`src/rtl/stopwatch_pkg.sv`:
```
// rtl/stopwatch_pkg.sv - shared state type and time-field constants for stopwatch_lap
package stopwatch_pkg;

    typedef enum logic [1:0] {
        STOP  = 2'd0,
        RUN   = 2'd1,
        CLEAR = 2'd2
    } sw_state_t;

    localparam int MSEC_MAX = 99;
    localparam int SEC_MAX  = 59;
    localparam int MIN_MAX  = 59;

    localparam int MSEC_W = 7;
    localparam int SEC_W  = 6;
    localparam int MIN_W  = 6;

endpackage

```
`src/rtl/sw_mod_counter.sv`:
```
// rtl/sw_mod_counter.sv - modulo-(MAX+1) counter stage with carry-out for the time cascade
module sw_mod_counter #(
    parameter int WIDTH = 7,
    parameter int MAX   = 99
) (
    input  logic             clk,
    input  logic             rst,
    input  logic             clr,
    input  logic             inc,
    output logic [WIDTH-1:0] cnt,
    output logic             carry
);

    // carry is combinational so the whole cascade advances on the same tick edge
    assign carry = inc && (cnt == WIDTH'(MAX));

    // count on inc, wrap at MAX; hold otherwise so a forced preload sticks
    always_ff @(posedge clk) begin
        if (rst || clr) begin
            cnt <= '0;
        end else if (inc) begin
            cnt <= (cnt == WIDTH'(MAX)) ? '0 : cnt + WIDTH'(1);
        end
    end

endmodule

```
`src/rtl/stopwatch_lap.sv`:
```
// rtl/stopwatch_lap.sv - run/stop/clear stopwatch with tick divider, time cascade and lap hold (SW_LAP_EN)
module stopwatch_lap
    import stopwatch_pkg::*;
#(
    parameter int CLK_FREQ_HZ = 100_000_000,
    parameter int TICK_HZ     = 100,
    parameter int HOUR_W      = 5,
    parameter int HOUR_MAX    = 23
) (
    input  logic              clk,
    input  logic              rst,
    input  logic              btn_runstop,
    input  logic              btn_clear,
    input  logic              btn_lap,
    output logic [MSEC_W-1:0] msec,
    output logic [SEC_W-1:0]  sec,
    output logic [MIN_W-1:0]  min,
    output logic [HOUR_W-1:0] hour,
    output logic              o_running,
    output logic              o_lap_hold,
    output logic              o_wrap
);

    localparam int DIV   = CLK_FREQ_HZ / TICK_HZ;
    localparam int DIV_W = (DIV > 1) ? $clog2(DIV) : 1;

    sw_state_t         state;
    logic [DIV_W-1:0]  div_cnt;
    logic              tick;
    logic              clr;

    logic [MSEC_W-1:0] live_msec;
    logic [SEC_W-1:0]  live_sec;
    logic [MIN_W-1:0]  live_min;
    logic [HOUR_W-1:0] live_hour;
    logic              msec_carry;
    logic              sec_carry;
    logic              min_carry;
    logic              hour_carry;

    assign clr       = (state == CLEAR);
    assign o_running = (state == RUN);
    assign tick      = (state == RUN) && (div_cnt == DIV_W'(DIV - 1));

    // control FSM: clear beats run/stop in STOP, CLEAR always returns to STOP
    always_ff @(posedge clk) begin
        if (rst) begin
            state <= STOP;
        end else begin
            case (state)
                STOP: begin
                    if (btn_clear) begin
                        state <= CLEAR;
                    end else if (btn_runstop) begin
                        state <= RUN;
                    end
                end
                RUN: begin
                    if (btn_runstop) begin
                        state <= STOP;
                    end
                end
                CLEAR:   state <= STOP;
                default: state <= STOP;
            endcase
        end
    end

    // tick divider: advances only in RUN and holds its phase across a stop
    always_ff @(posedge clk) begin
        if (rst || clr) begin
            div_cnt <= '0;
        end else if (state == RUN) begin
            div_cnt <= tick ? '0 : div_cnt + DIV_W'(1);
        end
    end

    sw_mod_counter #(.WIDTH(MSEC_W), .MAX(MSEC_MAX)) u_msec (
        .clk(clk), .rst(rst), .clr(clr), .inc(tick),
        .cnt(live_msec), .carry(msec_carry)
    );

    sw_mod_counter #(.WIDTH(SEC_W), .MAX(SEC_MAX)) u_sec (
        .clk(clk), .rst(rst), .clr(clr), .inc(msec_carry),
        .cnt(live_sec), .carry(sec_carry)
    );

    sw_mod_counter #(.WIDTH(MIN_W), .MAX(MIN_MAX)) u_min (
        .clk(clk), .rst(rst), .clr(clr), .inc(sec_carry),
        .cnt(live_min), .carry(min_carry)
    );

    sw_mod_counter #(.WIDTH(HOUR_W), .MAX(HOUR_MAX)) u_hour (
        .clk(clk), .rst(rst), .clr(clr), .inc(min_carry),
        .cnt(live_hour), .carry(hour_carry)
    );

    // wrap pulse lands in the same cycle the all-zero value becomes visible
    always_ff @(posedge clk) begin
        if (rst || clr) begin
            o_wrap <= 1'b0;
        end else begin
            o_wrap <= hour_carry;
        end
    end

`ifdef SW_LAP_EN
    logic              lap_hold;
    logic [MSEC_W-1:0] snap_msec;
    logic [SEC_W-1:0]  snap_sec;
    logic [MIN_W-1:0]  snap_min;
    logic [HOUR_W-1:0] snap_hour;

    // lap hold: capture pre-increment live values on entry, release on the next press
    always_ff @(posedge clk) begin
        if (rst || clr) begin
            lap_hold  <= 1'b0;
            snap_msec <= '0;
            snap_sec  <= '0;
            snap_min  <= '0;
            snap_hour <= '0;
        end else if (btn_lap) begin
            if (state == RUN) begin
                if (!lap_hold) begin
                    snap_msec <= live_msec;
                    snap_sec  <= live_sec;
                    snap_min  <= live_min;
                    snap_hour <= live_hour;
                    lap_hold  <= 1'b1;
                end else begin
                    lap_hold <= 1'b0;
                end
            end else if (state == STOP) begin
                lap_hold <= 1'b0;
            end
        end
    end

    assign o_lap_hold = lap_hold;
    assign msec       = lap_hold ? snap_msec : live_msec;
    assign sec        = lap_hold ? snap_sec  : live_sec;
    assign min        = lap_hold ? snap_min  : live_min;
    assign hour       = lap_hold ? snap_hour : live_hour;
`else
    logic unused_lap;
    assign unused_lap = btn_lap;

    assign o_lap_hold = 1'b0;
    assign msec       = live_msec;
    assign sec        = live_sec;
    assign min        = live_min;
    assign hour       = live_hour;
`endif

endmodule
```
`config.mk`:
```
export PLATFORM = sky130hd
export DESIGN_NAME = stopwatch_lap
export DESIGN_NICKNAME = d
export VERILOG_FILES = /design/src/rtl/stopwatch_pkg.sv /design/src/rtl/sw_mod_counter.sv /design/src/rtl/stopwatch_lap.sv
export SDC_FILE = /design/constraint.sdc
export NUM_CORES = 1
export LEC_CHECK = 0
export CAP_MARGIN = 20
export CORE_AREA = 2 2 68 70
export DETAILED_ROUTE_END_ITERATION = 7
export DIE_AREA = 0 0 70 72
export PLACE_DENSITY = 0.75
export SLEW_MARGIN = 20
export SYNTH_ARGS = -nofsm -noshare
export SYNTH_HDL_FRONTEND = slang
export SYNTH_SLANG_ARGS = --single-unit
```
`constraint.sdc`:
```
create_clock -name clk -period 3.1 [get_ports clk]
set_input_delay 0.62 -clock clk [delete_from_list [all_inputs] [get_ports clk]]
set_output_delay 0.62 -clock clk [all_outputs]
set_load 0.05 [all_outputs]
```
==> metrics.txt <==
H-tree Lvls 2; clock-pin transition on the worst setup and hold timing paths 0.09 ns; internal power 0.000877 W; Final period util 80.8%; DIE WIDTH 70 um; Initial Util 53.0%; Die ar. 0.00504 sq mm; Max-cap violations 0; DRT antenna net count 0; HP Class reg2reg; Post-Route Setup TNS 0 ns; Port Buffers 29; Max Clock Skew 0.00608 ns; total CTS buffers 5; # setup viols final 0; Layout Nets 307; RSZ-0062 raised after global routing false; I/O Pins 32; Max Fclk 0.399 GHz; drt first pass iters 4; commonest non-fill, non-tap cell in the layout dfxtp_1; PD cells 407 mW/mm^2; Synth cell types 41; worst vdd ir 372 uV; post_cts resized 0; Net Sw Frac 20.4%; Vias/cell 5.54; status finished, final reports clean; DRC Markers 0; Syn Nets 276; Final Hold Viols 0; Top FF cell, synth dfxtp_1; later-pin clock latency in the skew report 0.29 ns; Clock power frac 41.5%; Crit. End Element register; Gate Count Post-Synth 266; final non-filler cell total 350; EDFF count, synth 0; flops & latches, synth 47; Overall Global Routing Usage 18.2%; detailed placement HPWL 3170 um; initial antenna violation count 0; via count 1939; Initial DRC Count 70; LEAKAGE 0.949 nW; DR WL/cell 12.4 um; CP max FO 11; Avg Cell Area, Syn 8.49 sq um; startpoint types register; async set-or-reset flop fraction in the synthesized netlist 0%; gr ovfl total 0; commonest non-fill, non-tap cells in the layout dfxtp_1, nor2_1, clkdlybuf4s50_1, nand2_1, a21oi_1; gp weighted congestion 0.758; slew at the pin closest to its max-slew limit 0.786 ns; row count 24; number of global-route vias before repair 1757; Net Sw Power 0.000225 W; Die Ht 72 um; ant diodes 0; sequential area share after synthesis 41.6%; clk sinks 47; Clock Tree Root clkbuf_8; Flop pwr share 55.3%; post-synth top area share 41.6%; placed insts 342; Routed WL 4340 um; CTS tree built; Tmin final 2.50 ns; largest net degree at the start of global routing 19; critical path class reg2reg; Critical Path AT 2.73 ns; clk buf depth 2; Area growth, synth to finish 19.9%; CP Data Required Time 3.33 ns; largest area contributor in the synthesized netlist dfxtp_1; Slew HR 47.1%; share of layout cells above drive strength 1 5.70%; core area 0.00426 sq mm; Post-CTS Setup Inserts 0; first-pass GRT wire length 7580 um; final-report max-slew violation count 0; Comb power frac 3.2%; yosys warns 0; hold buffers post-CTS 0; Cell Area, Synth 0.00226 sq mm; most area-consuming cells after synthesis dfxtp_1, xor2_1, nor2_1
==> critical path, cell delays in order (launching register included) <==
cell and delay (ns):
dfxtp_1 0.36, or4_4 0.60, nor4_4 0.50, nand4_2 0.35, or4_1 0.48, a21oi_1 0.15
==> synthesized netlist by cell type (7+ instances only) <==
master	count
nor2_1	29
dfxtp_1	47
o21ai_0	12
nand2_1	28
xor2_1	19
a21oi_1	20
nand3_1	18
nand4_1	8
or3_1	7
nor3_1	9
and3_1	10
==> metrics by stage <==
step	area [sq um]	total power, W	hold slack (ns)	worst slack (ns)	utilization [%]
4_1_cts	2710	0.00111	0.494	0.597	63.6
3_3_place_gp	2590	0.000659	0.481	0.653	60.8
6_report	2710	0.00110	0.492	0.596	63.6
3_5_place_dp	2590	0.000659	0.482	0.616	60.8
5_1_grt	2710	0.00114	0.517	0.458	63.6
2_1_floorplan	2260	0.000647	0.462	0.718	-
==> final timing paths <==
path                  endpoint  cells after the start         start  slack, ns
hold / removal    u_sec.cnt[1]                      2  u_sec.cnt[1]       0.49
setup / recovery  u_min.cnt[2]                      5   div_cnt[10]       0.60
setup reg to reg  u_min.cnt[2]                      5   div_cnt[10]       0.60
hold reg to reg   u_sec.cnt[1]                      2  u_sec.cnt[1]       0.49
==> power groups by stage <==
| stage | sequential [W] | clock (W) | combinational, W |
|---|---|---|---|
| 2_1_floorplan | 0.000622 | 0 | 0.0000247 |
| 3_3_place_gp | 0.000623 | 0 | 0.0000354 |
| 3_5_place_dp | 0.000623 | 0 | 0.0000354 |
| 4_1_cts | 0.000609 | 0.000467 | 0.0000356 |
| 5_1_grt | 0.000610 | 0.000491 | 0.0000389 |
| 6_report | 0.000609 | 0.000458 | 0.0000351 |
==> kinds of logic (layout without fill, tap and decap cells) <==
family	Yosys count	count (layout)	synth area share, %
buffers and inverters	12	44	2.49
other	1	1	0.166
muxes	2	2	0.886
and+or+nand+nor	139	139	34.3
DFF	47	47	41.6
AOI/OAI and AO/OA	38	38	9.19
xor gates and xnor gates	22	22	8.53
adders and majority gates	5	5	2.77
==> registers in the layout, indices dropped and copies added (netlist names) <==
name        count
u_hour.cnt      5
div_cnt        20
u_msec.cnt      7
o_wrap          1
state           2
u_sec.cnt       6
u_min.cnt       6
==> final cells by class <==
| cell class | instances | area, sq um |
|---|---|---|
| multi-input cells | 207 | 1260 |
| inverters | 5 | 18.8 |
| clock buffers | 6 | 82.6 |
| repair buffers | 31 | 305 |
| clock inverters | 2 | 35.0 |
| flip-flops and latches | 47 | 941 |
| fillers | 374 | 1550 |
| well taps | 52 | 65.1 |
==> layer usage <==
layer	share of wire, %	vias to the layer above	wire length (um)	global-route usage [%]
li1	-	1013	-	-
met1	49	895	2110	22.9
met2	48	26	2070	31.5
met3	2.6	5	114	3.75
met4	1.0	0	44	5.77
met5	0	-	0	0
(Power assumes the default switching activity.)
